`src/rtl/mem_arbiter_pkg.sv`:
```
// rtl/mem_arbiter_pkg.sv - shared types and constants for the memory arbiter
package mem_arbiter_pkg;

  typedef enum logic [1:0] {
    IDLE,
    ACCESS,
    DONE
  } state_t;

  typedef enum logic {
    OWN_I,
    OWN_D
  } owner_t;

  localparam logic [31:0] WORD_ALIGN_MASK = 32'hFFFF_FFFC;

  // Bits needed to count 0..limit, clamped to the 2..8 bit range.
  function automatic int starve_width(input int limit);
    int w;
    w = 1;
    while ((1 << w) <= limit) w++;
    if (w < 2) w = 2;
    if (w > 8) w = 8;
    return w;
  endfunction

endpackage

```
`src/rtl/mem_arbiter_pick.sv`:
```
// rtl/mem_arbiter_pick.sv - winner selection between fetch and data requesters
module mem_arbiter_pick
  import mem_arbiter_pkg::*;
(
  input  logic   i_req,
  input  logic   d_req,
  input  logic   starve_hit,
  output logic   grant,
  output owner_t owner
);

  // Data wins by default; fetch wins when alone or when it has waited long enough.
  always_comb begin
    grant = i_req | d_req;
    owner = OWN_D;
    if (i_req && (!d_req || starve_hit)) begin
      owner = OWN_I;
    end
  end

endmodule

```
`src/rtl/mem_arbiter.sv`:
```
// rtl/mem_arbiter.sv - fixed-latency arbiter sharing one memory port between fetch and load/store
module mem_arbiter
  import mem_arbiter_pkg::*;
#(
  parameter int MEM_LATENCY  = 1,
  parameter int STARVE_LIMIT = 4
) (
  input  logic        clk,
  input  logic        reset,
  input  logic        i_req,
  input  logic [31:0] i_adress,
  output logic        i_ack,
  output logic [31:0] i_read_data,
  input  logic        d_req,
  input  logic        d_write_enable,
  input  logic [31:0] d_adress,
  input  logic [31:0] d_write_data,
  output logic        d_ack,
  output logic [31:0] d_read_data,
  output logic        d_misaligned,
  output logic        mem_write_enable,
  output logic [31:0] mem_adress,
  output logic [31:0] mem_write_data,
  input  logic [31:0] mem_read_data
);

  localparam int SW = starve_width(STARVE_LIMIT);
  localparam int LW = (MEM_LATENCY < 2) ? 1 : $clog2(MEM_LATENCY);
  localparam logic [LW-1:0] LAT_LOAD   = LW'(MEM_LATENCY - 1);
  localparam logic [SW-1:0] STARVE_MAX = SW'(STARVE_LIMIT);

  state_t          state;
  owner_t          owner;
  logic [LW-1:0]   lat_cnt;
  logic [SW-1:0]   starve_cnt;
  logic            starve_hit;
  logic            grant;
  owner_t          grant_owner;
  logic            d_unaligned;

  assign starve_hit  = (starve_cnt == STARVE_MAX);
  assign d_unaligned = |d_adress[1:0];

  mem_arbiter_pick u_pick (
    .i_req      (i_req),
    .d_req      (d_req),
    .starve_hit (starve_hit),
    .grant      (grant),
    .owner      (grant_owner)
  );

  // Access sequencer: arbitrate in IDLE, hold the address for the latency window, ack in DONE.
  always_ff @(posedge clk) begin
    if (reset) begin
      state            <= IDLE;
      owner            <= OWN_I;
      lat_cnt          <= '0;
      starve_cnt       <= '0;
      i_ack            <= 1'b0;
      d_ack            <= 1'b0;
      d_misaligned     <= 1'b0;
      mem_write_enable <= 1'b0;
      mem_adress       <= '0;
      mem_write_data   <= '0;
      i_read_data      <= '0;
      d_read_data      <= '0;
    end else begin
      case (state)
        IDLE: begin
          i_ack            <= 1'b0;
          d_ack            <= 1'b0;
          d_misaligned     <= 1'b0;
          mem_write_enable <= 1'b0;
          // Starvation only accumulates while fetch is actually waiting.
          if (!i_req || (grant && grant_owner == OWN_I)) begin
            starve_cnt <= '0;
          end else if (grant && !starve_hit) begin
            starve_cnt <= starve_cnt + SW'(1);
          end
          if (grant) begin
            owner <= grant_owner;
            if (grant_owner == OWN_D && d_unaligned) begin
              // Rejected without touching the memory registers.
              state        <= DONE;
              d_ack        <= 1'b1;
              d_misaligned <= 1'b1;
            end else begin
              state   <= ACCESS;
              lat_cnt <= LAT_LOAD;
              if (grant_owner == OWN_I) begin
                mem_adress       <= i_adress & WORD_ALIGN_MASK;
                mem_write_enable <= 1'b0;
              end else begin
                mem_adress       <= d_adress & WORD_ALIGN_MASK;
                mem_write_data   <= d_write_data;
                mem_write_enable <= d_write_enable;
              end
            end
          end
        end
        ACCESS: begin
          // The store strobe lasts only for the first access cycle.
          mem_write_enable <= 1'b0;
          if (lat_cnt == '0) begin
            state <= DONE;
            if (owner == OWN_I) begin
              i_read_data <= mem_read_data;
              i_ack       <= 1'b1;
            end else begin
              d_read_data <= mem_read_data;
              d_ack       <= 1'b1;
            end
          end else begin
            lat_cnt <= lat_cnt - LW'(1);
          end
        end
        DONE: begin
          i_ack        <= 1'b0;
          d_ack        <= 1'b0;
          d_misaligned <= 1'b0;
          state        <= IDLE;
        end
        default: state <= IDLE;
      endcase
    end
  end

endmodule

```
`config.mk`:
```
export PLATFORM = sky130hd
export DESIGN_NAME = mem_arbiter
export DESIGN_NICKNAME = d
export VERILOG_FILES = /design/src/rtl/mem_arbiter_pkg.sv /design/src/rtl/mem_arbiter_pick.sv /design/src/rtl/mem_arbiter.sv
export SDC_FILE = /design/constraint.sdc
export NUM_CORES = 1
export LEC_CHECK = 0
export BUFFER_PORTS_ARGS = -buffer_cell sky130_fd_sc_hd__buf_2
export CELL_PAD_IN_SITES_DETAIL_PLACEMENT = 1
export CELL_PAD_IN_SITES_GLOBAL_PLACEMENT = 1
export CORE_ASPECT_RATIO = 0.75
export CORE_MARGIN = 2
export CORE_UTILIZATION = 35
export CTS_CLUSTER_SIZE = 8
export DETAILED_ROUTE_END_ITERATION = 8
export PLACE_DENSITY_LB_ADDON = 0.1
export SETUP_SLACK_MARGIN = 0.5
export SYNTH_ARGS = -nofsm -noshare
export SYNTH_HDL_FRONTEND = slang
export SYNTH_HIERARCHICAL = 1
export SYNTH_SLANG_ARGS = --single-unit
```
`constraint.sdc`:
```
create_clock -name clk -period 5.55 [get_ports clk]
set_input_delay 1.11 -clock clk [delete_from_list [all_inputs] [get_ports clk]]
set_output_delay 1.11 -clock clk [all_outputs]
set_load 0.05 [all_outputs]
```
* Word level (Yosys, flattened, before mapping)
Cells that the tools add are included.
Storage, ports and cells: memories kept 0, latch bits 0, register bits 139, output and inout bits 132, logic and storage cells 79, bits in read-only memories 0, RAM bits 0
Operators by class: div/mod/pow operators 0, muxes and demuxes 25, bitwise gates (word level) 5, add/sub/neg operators 2, reduce and logical (&&, ||, !) cells 27, magnitude comparators 0, multipliers 0, shift-type cells 0, equality and inequality tests 8
Operators by type and width (number):
- $mux W32 | 1
- $reduce_and A3 Y1 | 6
- $mux W1 | 13
- $ne A2 B2 Y1 const B | 5
- $pmux W1 S2 | 4
- $reduce_bool A2 Y1 | 4
- $mux W2 | 3
- $mux W3 | 2
- $reduce_and A2 Y1 | 3
- $logic_and A1 B1 Y1 | 4
- $not A1 Y1 | 4
- $pmux W2 S2 | 1
- $reduce_and A4 Y1 | 1
- $reduce_or A2 Y1 | 2
- $add A3 B1 Y3 const B | 1
- $eq A3 B3 Y1 const B | 1
- $logic_not A1 Y1 | 3
- $pmux W1 S3 | 1
- $reduce_bool A3 Y1 | 1
- $eq A2 B1 Y1 const B | 1
- $eq A2 B2 Y1 const B | 1
- $logic_not A2 Y1 | 1
- $logic_or A1 B1 Y1 | 2
- $or A1 B1 Y1 | 1
- $sub A1 B1 Y1 const B | 1

* Depth between registers and ports, before layout
word-level depth 8, gate-level depth with buffers 9, depth with buffers taken out 7

* Cells and area by module
Netlist, hierarchy kept.
By module, submodules not included:
- mem_arbiter | seq. area each 2722.6 µm², times used 1, area each 5540.3 µm², cells each 626
- mem_arbiter_pick | seq. area each 0.0 µm², times used 1, area each 15.0 µm², cells each 3

* Least setup slack after synthesis
OpenSTA, ideal clock, no wires.
kind input to register, start input d_req, end register mem_adress[10], data required time 5.411 ns, data arrival time 2.003 ns, setup slack 3.408 ns, path buffers 2, stages on the path 6, cells stage by stage or2_1 -> and2_1 -> buf_4 -> buf_6 -> a21oi_1 -> a211oi_2
Between the ends: longest elaborated chain between the ends 7
Ends and longest elaborated chain:
- from (decl) | RTL line mem_arbiter.sv:14 | input logic d_req,
- $logic_not A1 Y1 | RTL line mem_arbiter_pick.sv:16 | if (i_req && (!d_req || starve_hit)) begin
- $logic_or A1 B1 Y1 | RTL line mem_arbiter_pick.sv:16
- $logic_and A1 B1 Y1 | RTL line mem_arbiter_pick.sv:16
- $mux W1 | RTL line mem_arbiter_pick.sv:16
- $logic_and A1 B1 Y1 | RTL line mem_arbiter.sv:82 | if (grant_owner == OWN_D && d_unaligned) begin
- $not A1 Y1 (no line)
- $reduce_and A3 Y1 (no line)
- to (signal assigned) | RTL line mem_arbiter.sv:91 | mem_adress <= i_adress & WORD_ALIGN_MASK;
- to (signal assigned) | RTL line mem_arbiter.sv:94 | mem_adress <= d_adress & WORD_ALIGN_MASK;
- to (decl) | RTL line mem_arbiter.sv:22 | output logic [31:0] mem_adress,
Several ways; a longest one is shown, not always the timed one. A chain may end at the register's enable or synchronous reset.

* Worst setup path after layout
start input i_req, end register mem_adress[6]
RTL lines:
- from (decl) | RTL line mem_arbiter.sv:10 | input logic i_req,
- $or A1 B1 Y1 | RTL line mem_arbiter_pick.sv:14 | grant = i_req | d_req;
- net grant | RTL line mem_arbiter.sv:37 | logic grant;
- $reduce_and A3 Y1 (no line)
The timed path passes the listed nets, and every way through them passes these cells.

==> out/summary.log <==
[clocking] post_cts resized 0
[yosys] Async SR Flop Fraction 0%
[power] LEAKAGE 0.003483 uW
[die] top-level I/O count 265
[min_path] Hold WC Path Type flop to flop
[cells_and_area] share of the core filled with cells 48.69%
[power] worst vdd rail ir drop 0.2100 mV
[timing] clock skew 0.006663 ns
[timing] number of setup violations in the final report 0
[die] Chip Height 113.1 um
[place] Placer Congestion 0.7403
[cells_and_area] layout cells sized above 1 36.37%
[clocking] Clk Latency, worst-skew pair 0.41 ns
[yosys] flop and latch count out of synthesis 136
[cells_and_area] Final nets 1004
[clocking] number of CTS-inserted buffers 17
[timing] slew of the pin with the lowest slew margin 1.228 ns
[die] Initial Util 36.14%
[yosys] Primary FF master, synth sky130_fd_sc_hd__dfxtp_1
[cells_and_area] final instance area 0.007483 mm2
[cells_and_area] number of standard cells in the final layout excluding fillers 1083
[die] overall die width 149.5 um
[clocking] Root Driver sky130_fd_sc_hd__clkbuf_16
[place] post-placement worst setup slack 2.498 ns
[cells_and_area] fillers 1892
[timing] max-slew violations 0
[clocking] Bufs on Longest Clock Path 2
[clocking] hold-fix buffer count after cts 0
[route] overall routed net length 17560 um
[yosys] synthesized cell area 0.005555 mm2
[place] Buffers on Ports 260
[job] maximum capacitance violations 0
[yosys] number of flops mapped to enable cells by yosys 0
[yosys] Synth Area per Inst 8.832 um2
[setup_path] cell count of the worst reg-to-reg path 5
[global_routing] vias in the first global route 5401
[route] drt first pass iters 4
[timing] setup repair after global routing missed its margin false
[cells_and_area] area added between synthesis and finish 34.71%
[min_path] count of cells along the worst hold path 2
[yosys] count of mapped cells out of synthesis 629
[clocking] number of clock sinks 136
[route] post-detailed-route via-to-cell ratio 4.799
[place] placed insts 1051
[global_routing] initial antenna violation count 1
[die] core region area 0.01537 mm2
[route] total via count after detailed routing 5197
[clocking] CTS tree done
[cells_and_area] commonest non-fill, non-tap cell in the layout sky130_fd_sc_hd__buf_2
[route] routed wirelength normalized by instance count 16.22 um
[route] Final ANT Viol Nets 0
[place] Final HPWL DP 12450 um
[die] Die Area 0.01691 mm2
[timing] worst slew slack as a fraction of its limit 18.15%
[timing] Highest Clock Rate 385.2 MHz
[clocking] H-tree levels 4
[setup_path] worst-path fanout max 32
[route] drc violations 0
[cells_and_area] area occupied by multi-input gates 0.002497 mm2
[global_routing] first-pass GRT wire length 27510 um
[timing] final-report hold violation count 0
[die] row count 39
[timing] post-route clock period utilization 46.78%
[route] number of DRC markers in iteration 0 175
[global_routing] aggregate global-route resource usage 20.73%
[power] power per unit of standard cell area 361.7 mW/mm2
[timing] smallest setup slack after layout 2.954 ns
[yosys] number of distinct library cells after synthesis 44
[setup_path] Setup crit start kind primary input
[setup_path] critical path arrival 2.93 ns
[global_routing] total gr overflow 0
[place] placed inst area 0.006878 mm2
[setup_path] Setup CP Type primary input to flop
[run_status] result of the run complete, no violations
[clocking] Post CTS Setup Buffer Count 0
[yosys] total number of yosys warnings 6
[clocking] clock-pin slew on the worst setup and hold paths 0.06 ns
[timing] setup tns final 0 ns
[global_routing] pin count of the biggest net entering global routing 72
[cells_and_area] leading cell types in the layout, fill and taps excluded 259 x sky130_fd_sc_hd__buf_2, 199 x sky130_fd_sc_hd__nand2_1, 136 x sky130_fd_sc_hd__dfxtp_1, 96 x sky130_fd_sc_hd__a21oi_1, 62 x sky130_fd_sc_hd__mux2i_1
[yosys] sequential fraction of the synthesis area 49.01%
[setup_path] CP required 5.88 ns
[timing] Final Critical Period 2.596 ns
[cells_and_area] Sequential cell area 0.002723 mm2
[setup_path] Worst setup EP type flop
logic make-up after synthesis:
family	after synthesis	synth area share, %
flops	136	49.01
other cells	1	0.06750
fa+ha+maj	6	1.351
buf+inv	61	6.396
mux	63	11.37
simple gates	220	16.01
compound gates	142	15.79
routing by layer:
metal / GRT usage [%] / vias to the layer above / share of wire (%)
met2: 35.29 / 175 / 48
li1: - / 2591 / -
met4: 8.127 / 0 / 1.9
met1: 24.27 / 2402 / 43
met5: 0 / - / 0
met3: 6.694 / 29 / 7.7
flip-flops by register name, indices dropped and copies added, names as in the netlist:
name,count
i_ack,1
d_ack,1
owner,1
state,2
d_misaligned,1
mem_adress,30
mem_write_data,32
mem_write_enable,1
i_read_data,32
d_read_data,32
starve_cnt,3
cell type report:
class | instances | share of cell area [%]
Clock buffer | 19 | 6.052
Timing Repair Buffer | 269 | 18.32
Sequential cell | 136 | 36.38
Tap cell | 205 | 3.428
Multi-Input combinational cell | 433 | 33.37
Inverter | 8 | 0.4013
Antenna cell | 1 | 0.03344
Clock inverter | 12 | 2.006
worst max-delay path, stage by stage:
cell	delay, ns
sky130_fd_sc_hd__buf_2	0.15
sky130_fd_sc_hd__or2_1	0.22
sky130_fd_sc_hd__and2_1	0.97
sky130_fd_sc_hd__a21oi_1	0.21
sky130_fd_sc_hd__a211oi_2	0.26
per-stage QoR:
stage               hold slack (ns)  total power, uW
finish                       0.4527             2707
global route                 0.4714             2821
CTS                          0.4566             2737
detailed placement           0.4490             1575
global placement             0.4396             1558
floorplan                    0.4659             1439
power breakdown:
part / switching (uW) / internal (uW)
clock network: 431 / 726
registers: 28.8 / 1030
logic: 352 / 139
total: 812 / 1900
cells in the mapped netlist, types with 2 or more instances:
| master | n | area, um2 |
|---|---|---|
| sky130_fd_sc_hd__a211oi_1 | 21 | 157.7 |
| sky130_fd_sc_hd__o21ai_0 | 2 | 10.01 |
| sky130_fd_sc_hd__nor2b_1 | 4 | 25.02 |
| sky130_fd_sc_hd__ha_1 | 6 | 75.07 |
| sky130_fd_sc_hd__nand2b_1 | 2 | 12.51 |
| sky130_fd_sc_hd__buf_4 | 5 | 37.54 |
| sky130_fd_sc_hd__buf_1 | 6 | 22.52 |
| sky130_fd_sc_hd__a21oi_1 | 96 | 480.5 |
| sky130_fd_sc_hd__buf_12 | 3 | 60.06 |
| sky130_fd_sc_hd__mux2i_1 | 62 | 620.6 |
| sky130_fd_sc_hd__clkbuf_1 | 14 | 52.55 |
| sky130_fd_sc_hd__nor3_1 | 2 | 10.01 |
| sky130_fd_sc_hd__nor2_1 | 2 | 7.510 |
| sky130_fd_sc_hd__a211oi_2 | 10 | 125.1 |
| sky130_fd_sc_hd__dfxtp_1 | 136 | 2723 |
| sky130_fd_sc_hd__a31oi_1 | 2 | 12.51 |
| sky130_fd_sc_hd__inv_1 | 8 | 30.03 |
| sky130_fd_sc_hd__nand2_1 | 199 | 747.0 |
| sky130_fd_sc_hd__and2_1 | 3 | 18.77 |
| sky130_fd_sc_hd__buf_6 | 4 | 45.04 |
| sky130_fd_sc_hd__buf_2 | 19 | 95.09 |
path summary, 6_finish.rpt:
kind | start | endpoint | slack [ns]
setup reg to reg | state[1]$_SDFFE_PP0P_ | mem_adress[6]$_SDFFE_PP0P_ | 3.13
setup / recovery | i_req | mem_adress[6]$_SDFFE_PP0P_ | 2.95
hold reg to reg | mem_write_data[12]$_SDFFE_PP0P_ | mem_write_data[12]$_SDFFE_PP0P_ | 0.45
hold / removal | mem_write_data[12]$_SDFFE_PP0P_ | mem_write_data[12]$_SDFFE_PP0P_ | 0.45
No activity file was read; power rests on OpenSTA's default activity.
